==> config.mk <==
export PLATFORM = sky130hd
export DESIGN_NAME = hc595_writer
export DESIGN_NICKNAME = d
export VERILOG_FILES = /design/src/rtl/hc595_writer.sv
export SDC_FILE = /design/constraint.sdc
export NUM_CORES = 1
export LEC_CHECK = 0
export ABC_CLOCK_PERIOD_IN_PS = 2120
export CORE_MARGIN = 10
export CORE_UTILIZATION = 37
export CTS_BUF_LIST = sky130_fd_sc_hd__clkbuf_8
export DETAILED_ROUTE_END_ITERATION = 6
export HOLD_SLACK_MARGIN = 0.05
export PLACE_DENSITY_LB_ADDON = 0.3
export SLEW_MARGIN = 40
export SYNTH_ARGS = -nofsm -noshare
export SYNTH_HDL_FRONTEND = slang
export SYNTH_SLANG_ARGS = --single-unit
==> constraint.sdc <==
create_clock -name Clk -period 2.12 [get_ports Clk]
set_input_delay 0.53 -clock Clk [delete_from_list [all_inputs] [get_ports Clk]]
set_output_delay 0.53 -clock Clk [all_outputs]
set_load 0.1 [all_outputs]
==> src/rtl/hc595_writer.sv <==
// hc595_writer
//   Drives a daisy-chained 74HC595 string. A one-cycle Load in IDLE captures
//   Dat, which is then shifted out MSB-first on SerDat/SerClk. After the last
//   bit the storage latch SerLt is pulsed. The '595 outputs are then enabled
//   through SerOe_n, which stays low from that point on.
//
//   Handshake: Load is a request that is honoured only while Busy=0; Dat is
//   sampled in that accept cycle only. Load while Busy=1 is dropped, not
//   queued. Done pulses for one cycle when the word has been latched. The
//   Done cycle is already IDLE, so a held Load chains transfers with no gap.
//
// Ports
//   Clk        system clock, rising edge
//   Reset      synchronous reset, active-high
//   Dat        word to send (WIDTH bits)
//   Load       transfer request
//   Busy       high from the cycle after accept until the Done cycle
//   Done       one-cycle pulse when the word has been latched
//   SerClk     '595 SRCLK
//   SerDat     '595 SER
//   SerLt      '595 RCLK (storage latch)
//   SerOe_n    '595 nOE, active-low
//   dbg_state  current FSM state, for observation only
module hc595_writer #(
  parameter int WIDTH = 16,
  parameter int DIV   = 16
) (
  input  logic             Clk,
  input  logic             Reset,
  input  logic [WIDTH-1:0] Dat,
  input  logic             Load,
  output logic             Busy,
  output logic             Done,
  output logic             SerClk,
  output logic             SerDat,
  output logic             SerLt,
  output logic             SerOe_n,
  output logic [1:0]       dbg_state
);

  localparam int BW = (WIDTH > 1) ? $clog2(WIDTH) : 1;
  localparam int DW = (DIV > 1) ? $clog2(DIV) : 1;

  typedef enum logic [1:0] {
    IDLE  = 2'd0,
    SH_LO = 2'd1,
    SH_HI = 2'd2,
    LATCH = 2'd3
  } state_t;

  state_t            state;
  logic [DW-1:0]     div_cnt;
  logic [BW-1:0]     bit_cnt;
  logic [WIDTH-1:0]  shreg;
  logic              tick;

  assign tick      = (div_cnt == DW'(DIV - 1));
  assign dbg_state = state;

  // The bit currently on the wire is always the MSB of the shift register,
  // so SerDat comes straight from a flop. Shifting happens only on the
  // SH_HI->SH_LO step, which is also the falling edge of SerClk.
  assign SerDat = shreg[WIDTH-1];

  always_ff @(posedge Clk) begin
    if (Reset) begin
      state   <= IDLE;
      div_cnt <= '0;
      bit_cnt <= '0;
      shreg   <= '0;
      Busy    <= 1'b0;
      Done    <= 1'b0;
      SerClk  <= 1'b0;
      SerLt   <= 1'b0;
      SerOe_n <= 1'b1;
    end else begin
      Done <= 1'b0;

      // Phase divider: free-runs 0..DIV-1 outside IDLE and is held at zero
      // in IDLE, so every transfer starts on a full phase.
      if (state == IDLE || tick) begin
        div_cnt <= '0;
      end else begin
        div_cnt <= div_cnt + DW'(1);
      end

      case (state)
        IDLE: begin
          if (Load) begin
            shreg   <= Dat;
            bit_cnt <= '0;
            Busy    <= 1'b1;
            state   <= SH_LO;
          end
        end

        SH_LO: begin
          if (tick) begin
            SerClk <= 1'b1;
            state  <= SH_HI;
          end
        end

        SH_HI: begin
          if (tick) begin
            SerClk <= 1'b0;
            if (bit_cnt == BW'(WIDTH - 1)) begin
              SerLt <= 1'b1;
              state <= LATCH;
            end else begin
              shreg   <= shreg << 1;
              bit_cnt <= bit_cnt + BW'(1);
              state   <= SH_LO;
            end
          end
        end

        LATCH: begin
          if (tick) begin
            SerLt   <= 1'b0;
            Done    <= 1'b1;
            SerOe_n <= 1'b0;
            Busy    <= 1'b0;
            state   <= IDLE;
          end
        end

        default: state <= IDLE;
      endcase
    end
  end

endmodule

## Yosys cells after proc, flatten, opt, wreduce, memory -nomap -nowiden

Index checks and enable logic that the tools add are counted.

- Register bits after elaboration: 31
- Input port bits: 19
- Output and inout port bits: 8
- Logic and storage cells: 60

- Add/sub/neg operators: 2
- Equality and inequality tests: 11
- Muxes and demuxes: 23
- Bitwise logic cells: 1
- Reductions and logical operators: 14

Operators by type and width:

| kind | count |
|---|---|
| 16-bit two-way mux | 3 |
| 16-bit one-hot mux with 2 select lines | 1 |
| 4-bit two-way mux | 3 |
| 2-bit != test (second input constant) | 6 |
| 4-bit AND reduction | 3 |
| 2-bit two-way mux | 5 |
| 4-bit by 1-bit adder with 4-bit output (second input constant) | 2 |
| 4-bit equality test (second input constant) | 2 |
| 2-bit one-hot mux with 4 select lines | 1 |
| 4-bit one-hot mux with 2 select lines | 1 |
| 2-bit nonzero test | 4 |
| 1-bit two-way mux | 6 |
| 1-bit one-hot mux with 2 select lines | 3 |
| 3-bit AND reduction | 2 |
| 2-bit equality test (second input constant) | 2 |
| 2-bit OR reduction | 2 |
| 2-bit by 1-bit equality test with 1-bit output (second input constant) | 1 |
| 2-bit zero test | 1 |
| 2-bit AND reduction | 1 |
| 1-bit logical OR | 1 |
| 1-bit inverter | 1 |

## Depth between registers and ports, before layout

- Depth after elaboration: 4
- Gate-level depth with buffers: 7
- Depth with buffers taken out: 5

## Least setup slack after synthesis

No wires, ideal clock.

- Path type: reg2reg
- Start point: register state[1] (netlist: dbg_state[1])
- End point: register shreg[13]
- Library setup time: 0.070 ns
- Arrival: 2.107 ns
- Required time: 2.050 ns
- Setup slack: -0.057 ns
- Stages on the path, launching flop included: 7
- Clock period less this slack: 2.177 ns
- Cell sequence: dfxtp_1 -> and4_1 -> buf_6 -> a21oi_4 -> buf_6 -> or3_1 -> a21oi_1

- Longest elaborated chain between the ends: 3

RTL lines:

| element | line | source |
|---|---|---|
| from (decl) | 51 | `state_t state;` |
| from (signal assigned) | 67 | `state <= IDLE;` |
| from (signal assigned) | 93 | `state <= SH_LO;` |
| from (signal assigned) | 100 | `state <= SH_HI;` |
| 2-bit equality test or 2-bit zero test (tied branches) | 87 | `case (state)` |
| 2-bit != test (no source line) or 2-bit nonzero test (tied branches) | n/a |  |
| 4-bit AND reduction (no source line) | n/a |  |
| to (signal assigned) | 90 | `shreg <= Dat;` |
| to (signal assigned) | 111 | `shreg <= shreg << 1;` |
| to (decl) | 54 | `logic [WIDTH-1:0] shreg;` |

Parallel ways exist; a longest one is shown, timed or not.
A chain may end at the register's enable or synchronous reset.

## Worst setup path in the final report

- Start point: register div_cnt[0]
- End point: register shreg[13]

- Longest elaborated chain between the ends: 3

RTL lines:

| element | line | source |
|---|---|---|
| from (decl) | 52 | `logic [DW-1:0] div_cnt;` |
| from (signal assigned) | 84 | `div_cnt <= div_cnt + DW'(1);` |
| 4-bit equality test | 57 | `assign tick = (div_cnt == DW'(DIV - 1));` |
| 2-bit != test (no source line) | n/a |  |
| 4-bit AND reduction (no source line) | n/a |  |

No other way between the ends.

==> flow_metrics.tcl <==
set metrics [dict create \
    dr.first_iter.drc_count 68 \
    ys_ff_latch 31 \
    p_switching_mw 0.319 \
    vias 1269 \
    slowest_delay_ps 420 \
    drc 0 \
    ys_types 31 \
    via_per_inst 5.31 \
    area_growth_pct 24.2 \
    p_leak_nw 0.767 \
    drv_cap 0 \
    grt_util_met2_pct 13.8 \
    grt_pass1_vias 1158 \
    hold_class "register to register" \
    insertion_delay_ps 280 \
    netlist.area_leader.share_pct 42.4 \
    met3_usage_pct 3.91 \
    cp-end-kind "register" \
    drive_above_1_share_pct 11.0 \
    fp.dieW_microns 82.9 \
    die_y_microns 82.9 \
    nets 213 \
    critPathSlowestCell "and4_1" \
    dp_slack_ps 120 \
    rows 22 \
    cts_root_buf "clkbuf_8" \
    cts_buffer_depth 2 \
    irDropWorstVdd_v 0.000366 \
    slew_violations 0 \
    cts_setup_buffers 0 \
    gr-total-overflow 0 \
    path_class "register to register" \
    ys_warn_count 0 \
    hold_viol 0 \
    dr.pass1.iters 5 \
    p_seq_share_pct 50.8 \
    crit_chain "ha_1 -> and4_1 -> a21oi_4 -> buf_12 -> or3_1 -> a21oi_1" \
    dieArea_sq_mm 0.00687 \
    setup_viol 0 \
    ctsResizeCount 0 \
    period_minus_slack_ps 1850 \
    cp.arrival_ps 2060 \
    ff_latch_area_sq_um 622 \
    grt_pass1_wl_microns 5280 \
    netSwitchingFraction_pct 26.2 \
    synth_top_area_cell "dfxtp_1" \
    ctsHtreeMaxLevel 2 \
    postRouteAntennaNets 0 \
    fin_ws_ps 267 \
    cts_sinks 31 \
    synth_nets 187 \
    n_antenna_cell 0 \
    max_freq_ghz 0.540 \
    met1_usage_pct 10.8 \
    routedWlPerCell_microns 13.5 \
    status "finished clean" \
    tns_ps 0 \
    skew_ps 2.86 \
    place_hpwl_microns 2320 \
    comb_power_share_pct 15.3 \
    multi_input_area_sq_um 738 \
    power_frac_clock_pct 33.9 \
    drt-total-wl_microns 3230 \
    hold_buffers 0 \
    synth.area.top_cells "dfxtp_1 (42%), mux2i_1 (10%), a21oi_1 (7.5%)" \
    io_buffers 26 \
    avgSynthCellArea_sq_um 8.82 \
    core_sq_mm 0.00374 \
    routabilityCongestion 0.777 \
    clkTransAtPathRegs_ps 60 \
    antenna_found_initial 0 \
    grt_start_max_net_pins 45 \
    p_int_mw 0.900 \
    rsz0062_at_grt "no" \
    powerDensity_mw_per_mm2 671 \
    start_kind "register" \
    cts_tree "built" \
    period_share_pct 87.4 \
    numCtsBuffers 5 \
    num-fill-cells 373 \
    synth_area_sq_mm 0.00146 \
    track_usage_pct 9.03 \
    globalRoute.busiestLayer "met2" \
    cp.required_ps 2330 \
    max_slew_margin_pct 74.6 \
    cp_max_fo 33 \
    pin_count 27 \
    initial_core_util_pct 39.1 \
    worst_pin_slew_ps 380 \
    fin_util_pct 48.6 \
    ys_seq_area_share_pct 42.4 \
    synthCells 166 \
]
[cell usage after synthesis, drive strengths merged]
master,count
nor3b,1
nor2,10
ha,2
nand2,6
clkbuf,8
a211oi,2
o21a,1
a31oi,1
xor2,1
mux2i,15
nand2b,2
a21oi,23
inv,4
o21bai,1
nand3,5
a211o,1
dfxtp,31
a21o,1
and2b,2
nor3,3
o21ai,20
a221oi,1
and4,1
xnor2,1
buf,5
and3,2
or3,15
o31ai,1
[power groups by stage]
| stage | sequential [mW] | combinational [mW] | clock [mW] |
|---|---|---|---|
| floorplan | 0.674 | 0.0765 | 0 |
| global placement | 0.631 | 0.184 | 0 |
| detailed placement | 0.632 | 0.187 | 0 |
| CTS | 0.619 | 0.188 | 0.424 |
| global route | 0.623 | 0.202 | 0.449 |
| finish | 0.619 | 0.186 | 0.414 |
[registers in the layout, summed over array words and instances (netlist names)]
signal	flops
shreg	16
div_cnt	4
Done	1
SerClk	1
SerOe_n	1
bit_cnt	4
dbg_state	2
SerLt	1
Busy	1
[routing by layer]
layer | share of wire [%] | vias to the layer above
met5 | 0 | -
met4 | 0.99 | 0
met3 | 5.2 | 3
met2 | 49 | 30
met1 | 45 | 595
li1 | - | 641
[path summary, 6_finish.rpt]
path | endpoint | cells after the start | slack (ps) | startpoint
setup / recovery | shreg[13]$_SDFFE_PP0P_ | 6 | 270 | div_cnt[0]$_SDFF_PP0_
hold / removal | div_cnt[0]$_SDFF_PP0_ | 1 | 450 | div_cnt[0]$_SDFF_PP0_
setup reg to reg | shreg[13]$_SDFFE_PP0P_ | 6 | 270 | div_cnt[0]$_SDFF_PP0_
hold reg to reg | div_cnt[0]$_SDFF_PP0_ | 1 | 450 | div_cnt[0]$_SDFF_PP0_
[layout make-up]
class	count	area share, %
Timing Repair Buffer	32	17.1
Clock inverter	1	0.206
Tap cell	48	3.30
Multi-Input combinational cell	118	40.6
Inverter	4	0.826
Clock buffer	5	3.79
Sequential cell	31	34.2
[critical path: cells and delay by family, from the launching register on]
family          cells  cell delay (ps)
flops               1              360
buf+inv             1              170
fa+ha+maj           1              230
compound gates      2              260
simple gates        2              770
[logic make-up (layout without fill, tap and decap cells)]
family | Yosys count | count (layout) | share of synthesized area (%)
AO/OA/AOI/OAI | 52 | 52 | 20.2
AND/OR/NAND/NOR | 47 | 47 | 17.1
flip-flops | 31 | 31 | 42.4
buffers and inverters | 17 | 42 | 7.18
multiplexers | 15 | 15 | 10.3
adder cells (fa/ha/maj) | 2 | 2 | 1.71
XOR/XNOR | 2 | 2 | 1.20
[through the flow]
stage               hold slack (ps)  power, mW  cell area (sq um)  instances
floorplan                       418      0.750               1470        166
global placement                427      0.814               1750        233
detailed placement              441      0.819               1750        233
CTS                             455       1.23               1820        239
global route                    473       1.27               1820        239
finish                          450       1.22               1820        239
[cells in the final DEF, fill, tap and decap left out, types with 3 or more instances in the layout]
cell,count
clkbuf_8,5
or3_1,15
nand2_1,6
inv_1,5
nor2_1,10
buf_4,12
clkdlybuf4s50_1,18
o21ai_0,12
dfxtp_1,30
a21oi_1,22
nor3_1,3
nand3_1,5
o21ai_1,8
mux2i_1,15
(Power assumes the default switching activity.)
